**config.mk**
```make
export PLATFORM = sky130hd
export DESIGN_NAME = engine_stream_switch_flat
export DESIGN_NICKNAME = d
export VERILOG_FILES = /design/src/rtl/engine_stream_switch_if.sv /design/src/rtl/engine_stream_switch.sv /design/src/flat_wrapper.sv
export SDC_FILE = /design/constraint.sdc
export NUM_CORES = 1
export LEC_CHECK = 0
export CAP_MARGIN = 5
export CORE_AREA = 2 2 148 150
export DETAILED_ROUTE_END_ITERATION = 10
export DIE_AREA = 0 0 150 152
export PLACE_DENSITY = 0.93
export SLEW_MARGIN = 20
export SYNTH_ARGS = -nofsm -noshare
export SYNTH_HDL_FRONTEND = slang
export SYNTH_SLANG_ARGS = --single-unit
```
**constraint.sdc**
```tcl
create_clock -name CLK -period 4.7 [get_ports CLK]
set_clock_uncertainty 0.15 [all_clocks]
set_input_delay 0.47 -clock CLK [delete_from_list [all_inputs] [get_ports CLK]]
set_output_delay 0.47 -clock CLK [all_outputs]
set_load 0.02 [all_outputs]
```
**src/rtl/engine_stream_switch_if.sv**
```systemverilog
// Bus bundle for engine_stream_switch: APB control port, the VDMA
// mm2s/s2mm stream pair and the per-engine stream channels.
interface engine_stream_switch_if #(
    parameter int NUM_ENG = 3,
    parameter int DATA_W  = 32
);
    // APB
    logic [31:0]             PADDR;
    logic                    PSEL;
    logic                    PENABLE;
    logic                    PWRITE;
    logic [31:0]             PWDATA;
    logic [31:0]             PRDATA;
    logic                    PREADY;
    logic                    PSLVERR;

    // VDMA mm2s (into the switch)
    logic [DATA_W-1:0]       S_AXIS_TDATA;
    logic                    S_AXIS_TVALID;
    logic                    S_AXIS_TLAST;
    logic                    S_AXIS_TREADY;

    // VDMA s2mm (out of the switch)
    logic [DATA_W-1:0]       M_AXIS_TDATA;
    logic                    M_AXIS_TVALID;
    logic                    M_AXIS_TLAST;
    logic                    M_AXIS_TREADY;

    // Engine array, input side
    logic [NUM_ENG*DATA_W-1:0] ENG_S_TDATA;
    logic [NUM_ENG-1:0]      ENG_S_TVALID;
    logic [NUM_ENG-1:0]      ENG_S_TLAST;
    logic [NUM_ENG-1:0]      ENG_S_TREADY;

    // Engine array, output side
    logic [NUM_ENG*DATA_W-1:0] ENG_M_TDATA;
    logic [NUM_ENG-1:0]      ENG_M_TVALID;
    logic [NUM_ENG-1:0]      ENG_M_TLAST;
    logic [NUM_ENG-1:0]      ENG_M_TREADY;

    // The switch's view of the bundle
    modport slave (
        input  PADDR, PSEL, PENABLE, PWRITE, PWDATA,
        output PRDATA, PREADY, PSLVERR,
        input  S_AXIS_TDATA, S_AXIS_TVALID, S_AXIS_TLAST,
        output S_AXIS_TREADY,
        output M_AXIS_TDATA, M_AXIS_TVALID, M_AXIS_TLAST,
        input  M_AXIS_TREADY,
        output ENG_S_TDATA, ENG_S_TVALID, ENG_S_TLAST,
        input  ENG_S_TREADY,
        input  ENG_M_TDATA, ENG_M_TVALID, ENG_M_TLAST,
        output ENG_M_TREADY
    );

    // The surrounding system's view (APB master, VDMA, engines)
    modport master (
        output PADDR, PSEL, PENABLE, PWRITE, PWDATA,
        input  PRDATA, PREADY, PSLVERR,
        output S_AXIS_TDATA, S_AXIS_TVALID, S_AXIS_TLAST,
        input  S_AXIS_TREADY,
        input  M_AXIS_TDATA, M_AXIS_TVALID, M_AXIS_TLAST,
        output M_AXIS_TREADY,
        input  ENG_S_TDATA, ENG_S_TVALID, ENG_S_TLAST,
        output ENG_S_TREADY,
        output ENG_M_TDATA, ENG_M_TVALID, ENG_M_TLAST,
        input  ENG_M_TREADY
    );
endinterface

```
**src/rtl/engine_stream_switch.sv**
```systemverilog
// engine_stream_switch: routes one VDMA stream pair to one of NUM_ENG
// compute engines, selected over APB. Each job is beat-counted on both
// directions, checks incoming TLAST against the programmed length and
// reports busy/done/error status.
module engine_stream_switch #(
    parameter int NUM_ENG = 3,
    parameter int DATA_W  = 32,
    parameter int CNT_W   = 20
) (
    input logic                   CLK,
    input logic                   RESETN,
    engine_stream_switch_if.slave bus
);

    typedef enum logic [1:0] {
        ST_IDLE = 2'd0,
        ST_RUN  = 2'd1,
        ST_DONE = 2'd2
    } state_e;

    localparam logic [2:0] A_CTRL    = 3'd0;
    localparam logic [2:0] A_IN_LEN  = 3'd1;
    localparam logic [2:0] A_OUT_LEN = 3'd2;
    localparam logic [2:0] A_STATUS  = 3'd3;
    localparam logic [2:0] A_IN_CNT  = 3'd4;
    localparam logic [2:0] A_OUT_CNT = 3'd5;

    state_e           state_q, state_d;
    logic [3:0]       sel_q, sel_d;
    logic [3:0]       act_sel_q, act_sel_d;
    logic [CNT_W-1:0] in_len_q, in_len_d;
    logic [CNT_W-1:0] out_len_q, out_len_d;
    logic [CNT_W-1:0] in_cnt_q, in_cnt_d;
    logic [CNT_W-1:0] out_cnt_q, out_cnt_d;
    logic             done_q, done_d;
    logic             err_in_q, err_in_d;
    logic             err_out_q, err_out_d;
    logic [31:0]      prdata_q, prdata_d;

    // APB decode
    logic [2:0]  addr;
    logic [3:0]  wsel;
    logic        setup, access, wr_access, ctrl_wr;
    logic        busy, unmapped;
    logic        start_req, abort_req, start_bad, start_ok;
    logic        slverr;
    logic [31:0] rd_data;

    // Stream datapath
    logic             in_done, out_done, in_last, out_last;
    logic             in_beat, out_beat;
    logic             sel_s_tready, sel_m_tvalid, sel_m_tlast;
    logic [DATA_W-1:0] sel_m_tdata;
    logic             s_tready, m_tvalid, m_tlast;
    logic [NUM_ENG-1:0] eng_s_tvalid, eng_s_tlast, eng_m_tready;
    logic [CNT_W-1:0] in_last_idx, out_last_idx;

    logic unused_bits;
    assign unused_bits = ^{bus.PADDR[31:5], bus.PADDR[1:0], bus.PWDATA};

    assign addr      = bus.PADDR[4:2];
    assign wsel      = bus.PWDATA[7:4];
    assign setup     = bus.PSEL & ~bus.PENABLE;
    assign access    = bus.PSEL & bus.PENABLE;
    assign wr_access = access & bus.PWRITE;
    assign ctrl_wr   = wr_access & (addr == A_CTRL);
    assign busy      = (state_q != ST_IDLE);
    assign unmapped  = addr[2] & addr[1];

    assign start_req = ctrl_wr & bus.PWDATA[0];
    assign abort_req = ctrl_wr & bus.PWDATA[1] & (state_q == ST_RUN);
    assign start_bad = ({28'd0, wsel} >= NUM_ENG) | (in_len_q == '0) | (out_len_q == '0);
    assign start_ok  = start_req & ~busy & ~start_bad;

    // Access-phase error flag. A CTRL write while busy is only clean when
    // it leaves SEL unchanged and does not request START, so ABORT can be
    // issued by rewriting the current SEL with bit1 set.
    always_comb begin
        slverr = 1'b0;
        if (access && unmapped) begin
            slverr = 1'b1;
        end
        if (wr_access && busy && (addr == A_IN_LEN || addr == A_OUT_LEN)) begin
            slverr = 1'b1;
        end
        if (ctrl_wr && busy && (bus.PWDATA[0] || wsel != sel_q)) begin
            slverr = 1'b1;
        end
        if (ctrl_wr && !busy && bus.PWDATA[0] && start_bad) begin
            slverr = 1'b1;
        end
    end

    assign bus.PREADY  = 1'b1;
    assign bus.PSLVERR = slverr;
    assign bus.PRDATA  = prdata_q;

    // Read mux, captured during the setup phase so PRDATA is valid in access
    always_comb begin
        rd_data = 32'd0;
        case (addr)
            A_CTRL:    rd_data = {24'd0, sel_q, 4'd0};
            A_IN_LEN:  rd_data = 32'(in_len_q);
            A_OUT_LEN: rd_data = 32'(out_len_q);
            A_STATUS:  rd_data = {20'd0, act_sel_q, 4'd0, err_out_q, err_in_q, done_q, busy};
            A_IN_CNT:  rd_data = 32'(in_cnt_q);
            A_OUT_CNT: rd_data = 32'(out_cnt_q);
            default:   rd_data = 32'd0;
        endcase
    end

    // Selected-channel forwarding; everything is gated off outside RUN
    always_comb begin
        in_last_idx  = in_len_q - CNT_W'(1);
        out_last_idx = out_len_q - CNT_W'(1);
        in_done      = (in_cnt_q == in_len_q);
        out_done     = (out_cnt_q == out_len_q);
        in_last      = (in_cnt_q == in_last_idx);
        out_last     = (out_cnt_q == out_last_idx);
        sel_s_tready = 1'b0;
        sel_m_tvalid = 1'b0;
        sel_m_tlast  = 1'b0;
        sel_m_tdata  = '0;
        s_tready     = 1'b0;
        m_tvalid     = 1'b0;
        m_tlast      = 1'b0;
        eng_s_tvalid = '0;
        eng_s_tlast  = '0;
        eng_m_tready = '0;
        for (int i = 0; i < NUM_ENG; i++) begin
            if (act_sel_q == 4'(i)) begin
                sel_s_tready = bus.ENG_S_TREADY[i];
                sel_m_tvalid = bus.ENG_M_TVALID[i];
                sel_m_tlast  = bus.ENG_M_TLAST[i];
                sel_m_tdata  = bus.ENG_M_TDATA[i*DATA_W +: DATA_W];
            end
        end
        if (state_q == ST_RUN) begin
            s_tready = sel_s_tready & ~in_done;
            m_tvalid = sel_m_tvalid & ~out_done;
            m_tlast  = out_last;
            for (int i = 0; i < NUM_ENG; i++) begin
                if (act_sel_q == 4'(i)) begin
                    eng_s_tvalid[i] = bus.S_AXIS_TVALID & ~in_done;
                    eng_s_tlast[i]  = in_last;
                    eng_m_tready[i] = bus.M_AXIS_TREADY & ~out_done;
                end
            end
        end
        in_beat  = bus.S_AXIS_TVALID & s_tready;
        out_beat = m_tvalid & bus.M_AXIS_TREADY;
    end

    assign bus.ENG_S_TDATA   = {NUM_ENG{bus.S_AXIS_TDATA}};
    assign bus.ENG_S_TVALID  = eng_s_tvalid;
    assign bus.ENG_S_TLAST   = eng_s_tlast;
    assign bus.ENG_M_TREADY  = eng_m_tready;
    assign bus.S_AXIS_TREADY = s_tready;
    assign bus.M_AXIS_TVALID = m_tvalid;
    assign bus.M_AXIS_TLAST  = m_tlast;
    assign bus.M_AXIS_TDATA  = sel_m_tdata;

    // Job FSM next state plus register-file, counter and status updates.
    // Status clears are applied before set events so a set wins.
    always_comb begin
        state_d   = state_q;
        sel_d     = sel_q;
        act_sel_d = act_sel_q;
        in_len_d  = in_len_q;
        out_len_d = out_len_q;
        in_cnt_d  = in_cnt_q;
        out_cnt_d = out_cnt_q;
        done_d    = done_q;
        err_in_d  = err_in_q;
        err_out_d = err_out_q;
        prdata_d  = prdata_q;

        if (setup && !bus.PWRITE) begin
            prdata_d = rd_data;
        end

        if (wr_access && !busy) begin
            case (addr)
                A_CTRL:    sel_d     = wsel;
                A_IN_LEN:  in_len_d  = bus.PWDATA[CNT_W-1:0];
                A_OUT_LEN: out_len_d = bus.PWDATA[CNT_W-1:0];
                default:   ;
            endcase
        end

        if (wr_access && addr == A_STATUS) begin
            done_d    = done_q    & ~bus.PWDATA[1];
            err_in_d  = err_in_q  & ~bus.PWDATA[2];
            err_out_d = err_out_q & ~bus.PWDATA[3];
        end

        case (state_q)
            ST_IDLE: begin
                if (start_ok) begin
                    state_d   = ST_RUN;
                    act_sel_d = wsel;
                    in_cnt_d  = '0;
                    out_cnt_d = '0;
                    done_d    = 1'b0;
                    err_in_d  = 1'b0;
                    err_out_d = 1'b0;
                end
            end
            ST_RUN: begin
                if (in_beat) begin
                    in_cnt_d = in_cnt_q + CNT_W'(1);
                    if (bus.S_AXIS_TLAST != in_last) begin
                        err_in_d = 1'b1;
                    end
                end
                if (out_beat) begin
                    out_cnt_d = out_cnt_q + CNT_W'(1);
                    if (sel_m_tlast != out_last) begin
                        err_out_d = 1'b1;
                    end
                end
                if (abort_req) begin
                    state_d = ST_IDLE;
                end else if (in_done && out_done) begin
                    state_d = ST_DONE;
                end
            end
            ST_DONE: begin
                state_d = ST_IDLE;
                done_d  = 1'b1;
            end
            default: state_d = ST_IDLE;
        endcase
    end

    // State and register flops, cleared asynchronously
    always_ff @(posedge CLK or negedge RESETN) begin
        if (!RESETN) begin
            state_q   <= ST_IDLE;
            sel_q     <= '0;
            act_sel_q <= '0;
            in_len_q  <= '0;
            out_len_q <= '0;
            in_cnt_q  <= '0;
            out_cnt_q <= '0;
            done_q    <= 1'b0;
            err_in_q  <= 1'b0;
            err_out_q <= 1'b0;
            prdata_q  <= '0;
        end else begin
            state_q   <= state_d;
            sel_q     <= sel_d;
            act_sel_q <= act_sel_d;
            in_len_q  <= in_len_d;
            out_len_q <= out_len_d;
            in_cnt_q  <= in_cnt_d;
            out_cnt_q <= out_cnt_d;
            done_q    <= done_d;
            err_in_q  <= err_in_d;
            err_out_q <= err_out_d;
            prdata_q  <= prdata_d;
        end
    end

endmodule

```
**src/flat_wrapper.sv**
```systemverilog
// flat-port wrapper written by rule: the top's interface ports become plain ports
module engine_stream_switch_flat 
#(
    parameter int NUM_ENG = 3,
    parameter int DATA_W  = 32,
    parameter int CNT_W   = 20
)
  (CLK, RESETN, bus_PADDR, bus_PSEL, bus_PENABLE, bus_PWRITE, bus_PWDATA, bus_PRDATA, bus_PREADY, bus_PSLVERR, bus_S_AXIS_TDATA, bus_S_AXIS_TVALID, bus_S_AXIS_TLAST, bus_S_AXIS_TREADY, bus_M_AXIS_TDATA, bus_M_AXIS_TVALID, bus_M_AXIS_TLAST, bus_M_AXIS_TREADY, bus_ENG_S_TDATA, bus_ENG_S_TVALID, bus_ENG_S_TLAST, bus_ENG_S_TREADY, bus_ENG_M_TDATA, bus_ENG_M_TVALID, bus_ENG_M_TLAST, bus_ENG_M_TREADY);
  engine_stream_switch_if #(.NUM_ENG(NUM_ENG), .DATA_W(DATA_W)) bus_i ();
  input logic CLK;
  input logic RESETN;
  input wire logic [$bits(bus_i.PADDR)-1:0] bus_PADDR;
  input wire logic [$bits(bus_i.PSEL)-1:0] bus_PSEL;
  input wire logic [$bits(bus_i.PENABLE)-1:0] bus_PENABLE;
  input wire logic [$bits(bus_i.PWRITE)-1:0] bus_PWRITE;
  input wire logic [$bits(bus_i.PWDATA)-1:0] bus_PWDATA;
  output wire logic [$bits(bus_i.PRDATA)-1:0] bus_PRDATA;
  output wire logic [$bits(bus_i.PREADY)-1:0] bus_PREADY;
  output wire logic [$bits(bus_i.PSLVERR)-1:0] bus_PSLVERR;
  input wire logic [$bits(bus_i.S_AXIS_TDATA)-1:0] bus_S_AXIS_TDATA;
  input wire logic [$bits(bus_i.S_AXIS_TVALID)-1:0] bus_S_AXIS_TVALID;
  input wire logic [$bits(bus_i.S_AXIS_TLAST)-1:0] bus_S_AXIS_TLAST;
  output wire logic [$bits(bus_i.S_AXIS_TREADY)-1:0] bus_S_AXIS_TREADY;
  output wire logic [$bits(bus_i.M_AXIS_TDATA)-1:0] bus_M_AXIS_TDATA;
  output wire logic [$bits(bus_i.M_AXIS_TVALID)-1:0] bus_M_AXIS_TVALID;
  output wire logic [$bits(bus_i.M_AXIS_TLAST)-1:0] bus_M_AXIS_TLAST;
  input wire logic [$bits(bus_i.M_AXIS_TREADY)-1:0] bus_M_AXIS_TREADY;
  output wire logic [$bits(bus_i.ENG_S_TDATA)-1:0] bus_ENG_S_TDATA;
  output wire logic [$bits(bus_i.ENG_S_TVALID)-1:0] bus_ENG_S_TVALID;
  output wire logic [$bits(bus_i.ENG_S_TLAST)-1:0] bus_ENG_S_TLAST;
  input wire logic [$bits(bus_i.ENG_S_TREADY)-1:0] bus_ENG_S_TREADY;
  input wire logic [$bits(bus_i.ENG_M_TDATA)-1:0] bus_ENG_M_TDATA;
  input wire logic [$bits(bus_i.ENG_M_TVALID)-1:0] bus_ENG_M_TVALID;
  input wire logic [$bits(bus_i.ENG_M_TLAST)-1:0] bus_ENG_M_TLAST;
  output wire logic [$bits(bus_i.ENG_M_TREADY)-1:0] bus_ENG_M_TREADY;
  assign bus_i.PADDR = bus_PADDR;
  assign bus_i.PSEL = bus_PSEL;
  assign bus_i.PENABLE = bus_PENABLE;
  assign bus_i.PWRITE = bus_PWRITE;
  assign bus_i.PWDATA = bus_PWDATA;
  assign bus_PRDATA = bus_i.PRDATA;
  assign bus_PREADY = bus_i.PREADY;
  assign bus_PSLVERR = bus_i.PSLVERR;
  assign bus_i.S_AXIS_TDATA = bus_S_AXIS_TDATA;
  assign bus_i.S_AXIS_TVALID = bus_S_AXIS_TVALID;
  assign bus_i.S_AXIS_TLAST = bus_S_AXIS_TLAST;
  assign bus_S_AXIS_TREADY = bus_i.S_AXIS_TREADY;
  assign bus_M_AXIS_TDATA = bus_i.M_AXIS_TDATA;
  assign bus_M_AXIS_TVALID = bus_i.M_AXIS_TVALID;
  assign bus_M_AXIS_TLAST = bus_i.M_AXIS_TLAST;
  assign bus_i.M_AXIS_TREADY = bus_M_AXIS_TREADY;
  assign bus_ENG_S_TDATA = bus_i.ENG_S_TDATA;
  assign bus_ENG_S_TVALID = bus_i.ENG_S_TVALID;
  assign bus_ENG_S_TLAST = bus_i.ENG_S_TLAST;
  assign bus_i.ENG_S_TREADY = bus_ENG_S_TREADY;
  assign bus_i.ENG_M_TDATA = bus_ENG_M_TDATA;
  assign bus_i.ENG_M_TVALID = bus_ENG_M_TVALID;
  assign bus_i.ENG_M_TLAST = bus_ENG_M_TLAST;
  assign bus_ENG_M_TREADY = bus_i.ENG_M_TREADY;
  engine_stream_switch #(.NUM_ENG(NUM_ENG), .DATA_W(DATA_W), .CNT_W(CNT_W)) u_core (.CLK(CLK), .RESETN(RESETN), .bus(bus_i));
endmodule
```
# Word-level counts from Yosys, hierarchy flattened
# Index checks and enable logic that the tools add are counted.
word_totals:
  wordCells: 149
  out_inout_bits: 174
  inputBits: 209
  reg_bits: 125
classes:
  add_sub_neg: 4
  n_bitwise: 29
  n_eq_ne: 20
  mux: 54
  reduce_logical: 30
  n_lt_le_gt_ge: 1
op_table:
  columns: ["op", "n"]
  rows:
  - ["20-bit case mux with 6 select lines", 1]
  - ["32-bit 2-to-1 mux", 3]
  - ["20-bit == test", 4]
  - ["20-bit case mux with 2 select lines", 2]
  - ["20-bit 2-to-1 mux", 3]
  - ["20-bit by 1-bit adder with 20-bit output (second input constant)", 2]
  - ["20-bit zero test", 2]
  - ["20-bit by 1-bit subtractor with 20-bit output (second input constant)", 2]
  - ["1-bit 2-to-1 mux", 35]
  - ["1-bit bitwise AND", 19]
  - ["1-bit logical AND", 12]
  - ["2-bit AND reduction", 5]
  - ["3-bit 2-to-1 mux", 3]
  - ["1-bit inverter", 8]
  - ["3-bit by 2-bit == test with 1-bit output (second input constant)", 2]
  - ["3-bit == test (second input constant)", 2]
  - ["2-bit 2-to-1 mux", 3]
  - ["2-bit by 1-bit != test with 1-bit output (second input constant)", 3]
  - ["1-bit case mux with 2 select lines", 3]
  - ["3-bit AND reduction", 2]
  - ["4-bit by 1-bit == test with 1-bit output (second input constant)", 1]
  - ["4-bit by 2-bit == test with 1-bit output (second input constant)", 1]
  - ["4-bit by 2-bit >= comparator with 1-bit output (second input constant)", 1]
  - ["4-bit zero test", 1]
  - ["other kinds (13)", 18]

# Depth between registers and ports, before layout
depth:
  word_depth: 9
  ltp_mapped: 12
  ltp_nobuf: 10

# Least setup slack after synthesis
# OpenSTA, ideal clock, no wires.
synth_timing:
  path_kind: "reg-to-output"
  start: "register u_core.in_len_q[0]"
  end: "output bus_ENG_S_TLAST[0]"
  arrival_time_ns: 3.367
  n_path_buf: 2
  required_ns: 4.080
  stages_incl_launch_ff: 12
  path_slack_ns: 0.713
  path_cell_list: "dfrtp_1 > clkbuf_1 > inv_1 > ha_1 > buf_1 > nor4b_1 > nand4_2 > or3_1 > a2111oi_2 > nand4_1 > a2111o_1 > nor4_1"
synth_via:
  elab_chain_cells: 4
synth_lines:
  columns: ["element", "line_no", "rtl"]
  rows:
  - ["start, declared", "engine_stream_switch.sv:31", "logic [CNT_W-1:0] in_len_q, in_len_d;"]
  - ["start signal, assigned", "engine_stream_switch.sv:254", "in_len_q <= in_len_d;"]
  - ["20-bit by 1-bit subtractor with 20-bit output", "engine_stream_switch.sv:114", "in_last_idx = in_len_q - CNT_W'(1);"]
  - ["20-bit == test", "engine_stream_switch.sv:118", "in_last = (in_cnt_q == in_last_idx);"]
  - ["1-bit 2-to-1 mux", "engine_stream_switch.sv:143", "if (act_sel_q == 4'(i)) begin"]
  - ["3-bit 2-to-1 mux", "engine_stream_switch.sv:138", "if (state_q == ST_RUN) begin"]
  - ["end, declared", "flat_wrapper.sv:30", "output wire logic [$bits(bus_i.ENG_S_TLAST)-1:0] bus_ENG_S_TLAST;"]
# Every way passes these cells.

# Worst setup path after layout
layout_timing:
  start: "register u_core.out_len_q[0]"
  end: "output bus_M_AXIS_TLAST"
layout_via:
  elab_chain_cells: 3
layout_lines:
  columns: ["element", "line_no", "rtl"]
  rows:
  - ["start, declared", "engine_stream_switch.sv:32", "logic [CNT_W-1:0] out_len_q, out_len_d;"]
  - ["start signal, assigned", "engine_stream_switch.sv:255", "out_len_q <= out_len_d;"]
  - ["20-bit by 1-bit subtractor with 20-bit output", "engine_stream_switch.sv:115", "out_last_idx = out_len_q - CNT_W'(1);"]
  - ["20-bit == test", "engine_stream_switch.sv:119", "out_last = (out_cnt_q == out_last_idx);"]
  - ["1-bit 2-to-1 mux", "engine_stream_switch.sv:138", null]
  - ["end, declared", "flat_wrapper.sv:26", "output wire logic [$bits(bus_i.M_AXIS_TLAST)-1:0] bus_M_AXIS_TLAST;"]
# Every way passes these cells.

==> run summary <==
The worst-case headroom to the max-slew limit was 30.1%. In this run, the number of DRC markers left after iteration 0 of detailed routing was 934. In this run, synthesis produced a sequential element count of 113.

Counting flops with a built-in enable in the synthesized netlist gives 0. Synthesis handed over a netlist of 1080 instances. Power spread over the standard cell area amounts to 317 nW/um^2. TritonCTS built the clock tree. Across the run, the number of max-cap violations was 0.

The final weighted congestion in routability-driven placement is 0.962, and the vertical die dimension is 152 um. STA classifies the critical path startpoint as a register. Clock tree synthesis selected as its root buffer the cell sky130_fd_sc_hd__clkbuf_16. The completed layout was analyzed and its total power is 3.55 mW. The highest-delay cell along the critical path is sky130_fd_sc_hd__clkdlybuf4s50_1. The kind of cell with the highest combined delay along the critical path is simple AND/OR/NAND/NOR gates. The count of port buffers added during placement is 200, and the number of nets still failing antenna checks after routing is 0. For the first-pass GRT wire length, the log shows 45700 um. The tools report the first element of the critical path as u_core.out_len_q[0]. The transition at the pin with the smallest max-transition slack works out to 1.05 ns. The critical path contains buffers and inverters numbering 2 combined. Along the worst path, the maximum fanout reaches 6.

The area of the core came out at 21400 sq um. The logs give 25.7% for the global-route usage over all layers and 21900 um for the placed wire-length estimate after detailed placement. The final setup TNS came out at 0 ns. The via count came out at 8544. The kind of critical path was register to primary output.

After the last flow step, the layout net total stands at 1357. The end of the critical path was bus_M_AXIS_TLAST. Combinational logic is responsible for 28.5% of the overall power.

For the worst setup path, the data required time is 4.08 ns. The reported leakage power is 4.56 nW, and the total length of routed wires is 29300 um. The longest clock path from root to sink contains 2 buffers. The tools report the initial antenna violation count as 0.

For the number of clock buffers inserted by TritonCTS, the log shows 17. After clock tree synthesis, the clock-pin slew on the worst setup and hold paths is 0.05 ns. The async set-or-reset flop fraction in the synthesized netlist was 100%. Minimum clock period: 4.57 ns. The floorplan die area was 22800 sq um; the switching power share of the total was 33.4%. Traced cell by cell, the critical path runs through inv_1 -> ha_1 -> or3b_2 -> or3_4 -> or4_1 -> a22oi_2 -> nand4b_1 -> nor4_1 -> clkdlybuf4s50_1. In the final layout, the multi-input gates occupy 5230 sq um. The average size of a mapped cell is 8.50 sq um.

The logs give 0 for the number of warnings issued by yosys and 383 for the I/O pin total. The average wire length per cell after detail routing is 20.4 um, and the number of filler cells placed in the layout is 1899. The area growth from synthesis to layout is 21.9%. The via-per-instance ratio works out to 5.95. The internal portion of the total power is 2.36 mW. Based on the critical path, the design can be clocked at up to 219 MHz. The library cells used most frequently in the layout, excluding fill and tap cells, are 198 x sky130_fd_sc_hd__clkdlybuf4s50_1, 153 x sky130_fd_sc_hd__nor2_1, 112 x sky130_fd_sc_hd__dfrtp_1.

The later pin in the worst-skew pair is clocked with a latency of 0.42 ns. Sequential cells burn 35.8% of the power. Among all flip-flop cells after synthesis, the most frequent one is sky130_fd_sc_hd__dfrtp_1.

The count of clock tree sinks was 113. Number of levels the H-tree was split into: 4. The tools report the final setup violation count as 0.

The worst register-to-register path ends at u_core.out_cnt_q[18]. The tools report the start of the worst register-to-register path as u_core.out_len_q[0]. The overflow left after global routing was 0; the fraction of the cycle the final worst path needs was 97.3%.

The number of design rule violations left after detail routing is 0. Once the floorplan was initialized, standard cells occupied 43.0% of the core. The delay of the slowest cell on the worst path is 0.70 ns, and the cell row count is 54. The run gives 0 as the antenna diode instance count. Setup repair after global routing left no endpoint under its margin.

The worst setup path is captured at a primary output. The critical path crosses 9 cells after its start point. At the worst endpoint, the arrival time is 3.95 ns. Leaving out fill and tap cells, the most frequent cell in the layout is sky130_fd_sc_hd__clkdlybuf4s50_1. The sequential cell area came out at 2830 sq um. The hold violation total from the final report is 0.

The mapped netlist covers 9180 sq um. The run gives 1.06 ns as the setup slack on the worst flop-to-flop path. The sequential fraction of the synthesis area came out at 30.8%. The run gives 76 as the count of distinct cell types in the synthesized netlist. The type of the worst min-delay path was input pin to async pin. The share of layout cells above drive strength 1 works out to 12.3%. The clock network burns 35.7% of the power.

VDD sags by at most 0.000253 V. Counting cells, the worst reg-to-reg path comes to 10. The final count of pins violating max slew was 0.

The run finished with clean final reports. The first TritonRoute pass finished after 5 iterations. In this run the power spent charging and discharging nets is 1.19 mW.

The number of global-route vias before repair came out at 8385. Entering global routing, the biggest net connects 77 pins. The horizontal die dimension came out at 150 um.
==> worst reg2reg max path: cells and delay by family (launching register included) <==
kind / cells / cell delay (ns)
XOR/XNOR: 1 / 0.19
flip-flops: 1 / 0.44
adder cells (fa/ha/maj): 1 / 0.21
AND/OR/NAND/NOR: 7 / 2.43
buffers and inverters: 1 / 0.11
==> final cells by class <==
type	instances	share of cell area [%]
clock buffer	19	3.96
clock inverter	13	1.23
inverter	15	0.503
multi-input combinational	778	46.8
sequential	113	25.3
tap	280	3.13
timing repair buffer	218	19.1
==> synthesized netlist by cell type, drive strengths merged (6+ instances only) <==
library cell / n / area (sq um)
nor2: 154 / 581
buf: 133 / 926
dfrtp: 113 / 2830
mux2: 70 / 788
nand2: 70 / 263
xnor2: 61 / 534
a21oi: 56 / 280
clkbuf: 52 / 195
mux2i: 41 / 410
xor2: 34 / 298
o21ai: 28 / 140
nor3: 25 / 125
nor4: 24 / 178
a22oi: 21 / 163
nand4: 18 / 119
nand3: 16 / 80.1
inv: 15 / 56.3
and3: 14 / 87.6
a22o: 11 / 96.3
nor2b: 10 / 62.6
or3: 10 / 67.6
or4: 8 / 75.1
nor4b: 7 / 82.6
nand2b: 6 / 37.5
nor3b: 6 / 45.0
==> metrics by stage <==
step	cells	utilization [%]	hold slack, ns	area (sq um)	setup WS, ns
detailed placement	1403	49.5	0.324	10600	0.419
global placement	1403	49.5	0.314	10600	0.497
floorplan	1091	-	0.0244	9220	0.713
global route	1436	52.4	0.135	11200	0.00939
CTS	1436	52.3	0.0901	11200	0.0891
finish	1436	52.4	0.0470	11200	0.127
==> state kept, by name, summed over array words and instances, names as in the netlist <==
signal and count:
u_core.act_sel_q 4, u_core.out_cnt_q 20, u_core.state_q 2, u_core.out_len_q 20, u_core.sel_q 4, u_core.bus.PRDATA 20, u_core.err_in_q 1, u_core.in_len_q 20
u_core.err_out_q 1, u_core.in_cnt_q 20, u_core.done_q 1
==> routing by layer <==
layer  part of all wire [%]  track usage (%)  vias to the layer above
li1                       -                -                     3796
met3                    9.2             5.11                      152
met5                      0                0                        -
met2                     50             43.6                      571
met1                     34             29.0                     4025
met4                    6.9             17.1                        0
==> repair_timing <==
item	CTS	global route
buffers inserted	1	0
setup endpoints to repair	1	2
resized for setup	1	2
hold buffers	0	0
pin swaps	1	1
==> worst min-delay path by stage <==
stage          cells past startpoint                  from  slack, ns                    to
6_report                           1                RESETN       0.05  u_core.bus.PRDATA[9]
5_1_grt                            1                RESETN       0.14  u_core.bus.PRDATA[9]
4_1_cts                            1                RESETN       0.09  u_core.bus.PRDATA[9]
3_5_place_dp                       2  u_core.bus.PRDATA[3]       0.32  u_core.bus.PRDATA[3]
3_3_place_gp                       2  u_core.bus.PRDATA[8]       0.31  u_core.bus.PRDATA[8]
2_1_floorplan                      0                RESETN       0.02   u_core.act_sel_q[0]
==> cells by family after synthesis <==
| kind of cell | count (synthesis) | share of synthesized area, % |
|---|---|---|
| adders and majority gates | 5 | 0.682 |
| other | 2 | 0.0818 |
| buffers and inverters | 200 | 12.8 |
| xor gates and xnor gates | 95 | 9.07 |
| AOI/OAI and AO/OA | 159 | 11.4 |
| DFF | 113 | 30.8 |
| muxes | 111 | 13.1 |
| and+or+nand+nor | 395 | 22.0 |
==> power by group through the flow <==
stage                     clock network, mW  logic [mW]  registers (mW)
after floorplan                           0       0.788            1.19
after CTS                              1.28       0.995            1.26
final                                  1.27        1.01            1.27
after global routing                   1.32        1.09            1.28
after detailed placement                  0       0.979            1.27
after global placement                    0       0.960            1.26
Power figures use the tool's default switching activity.
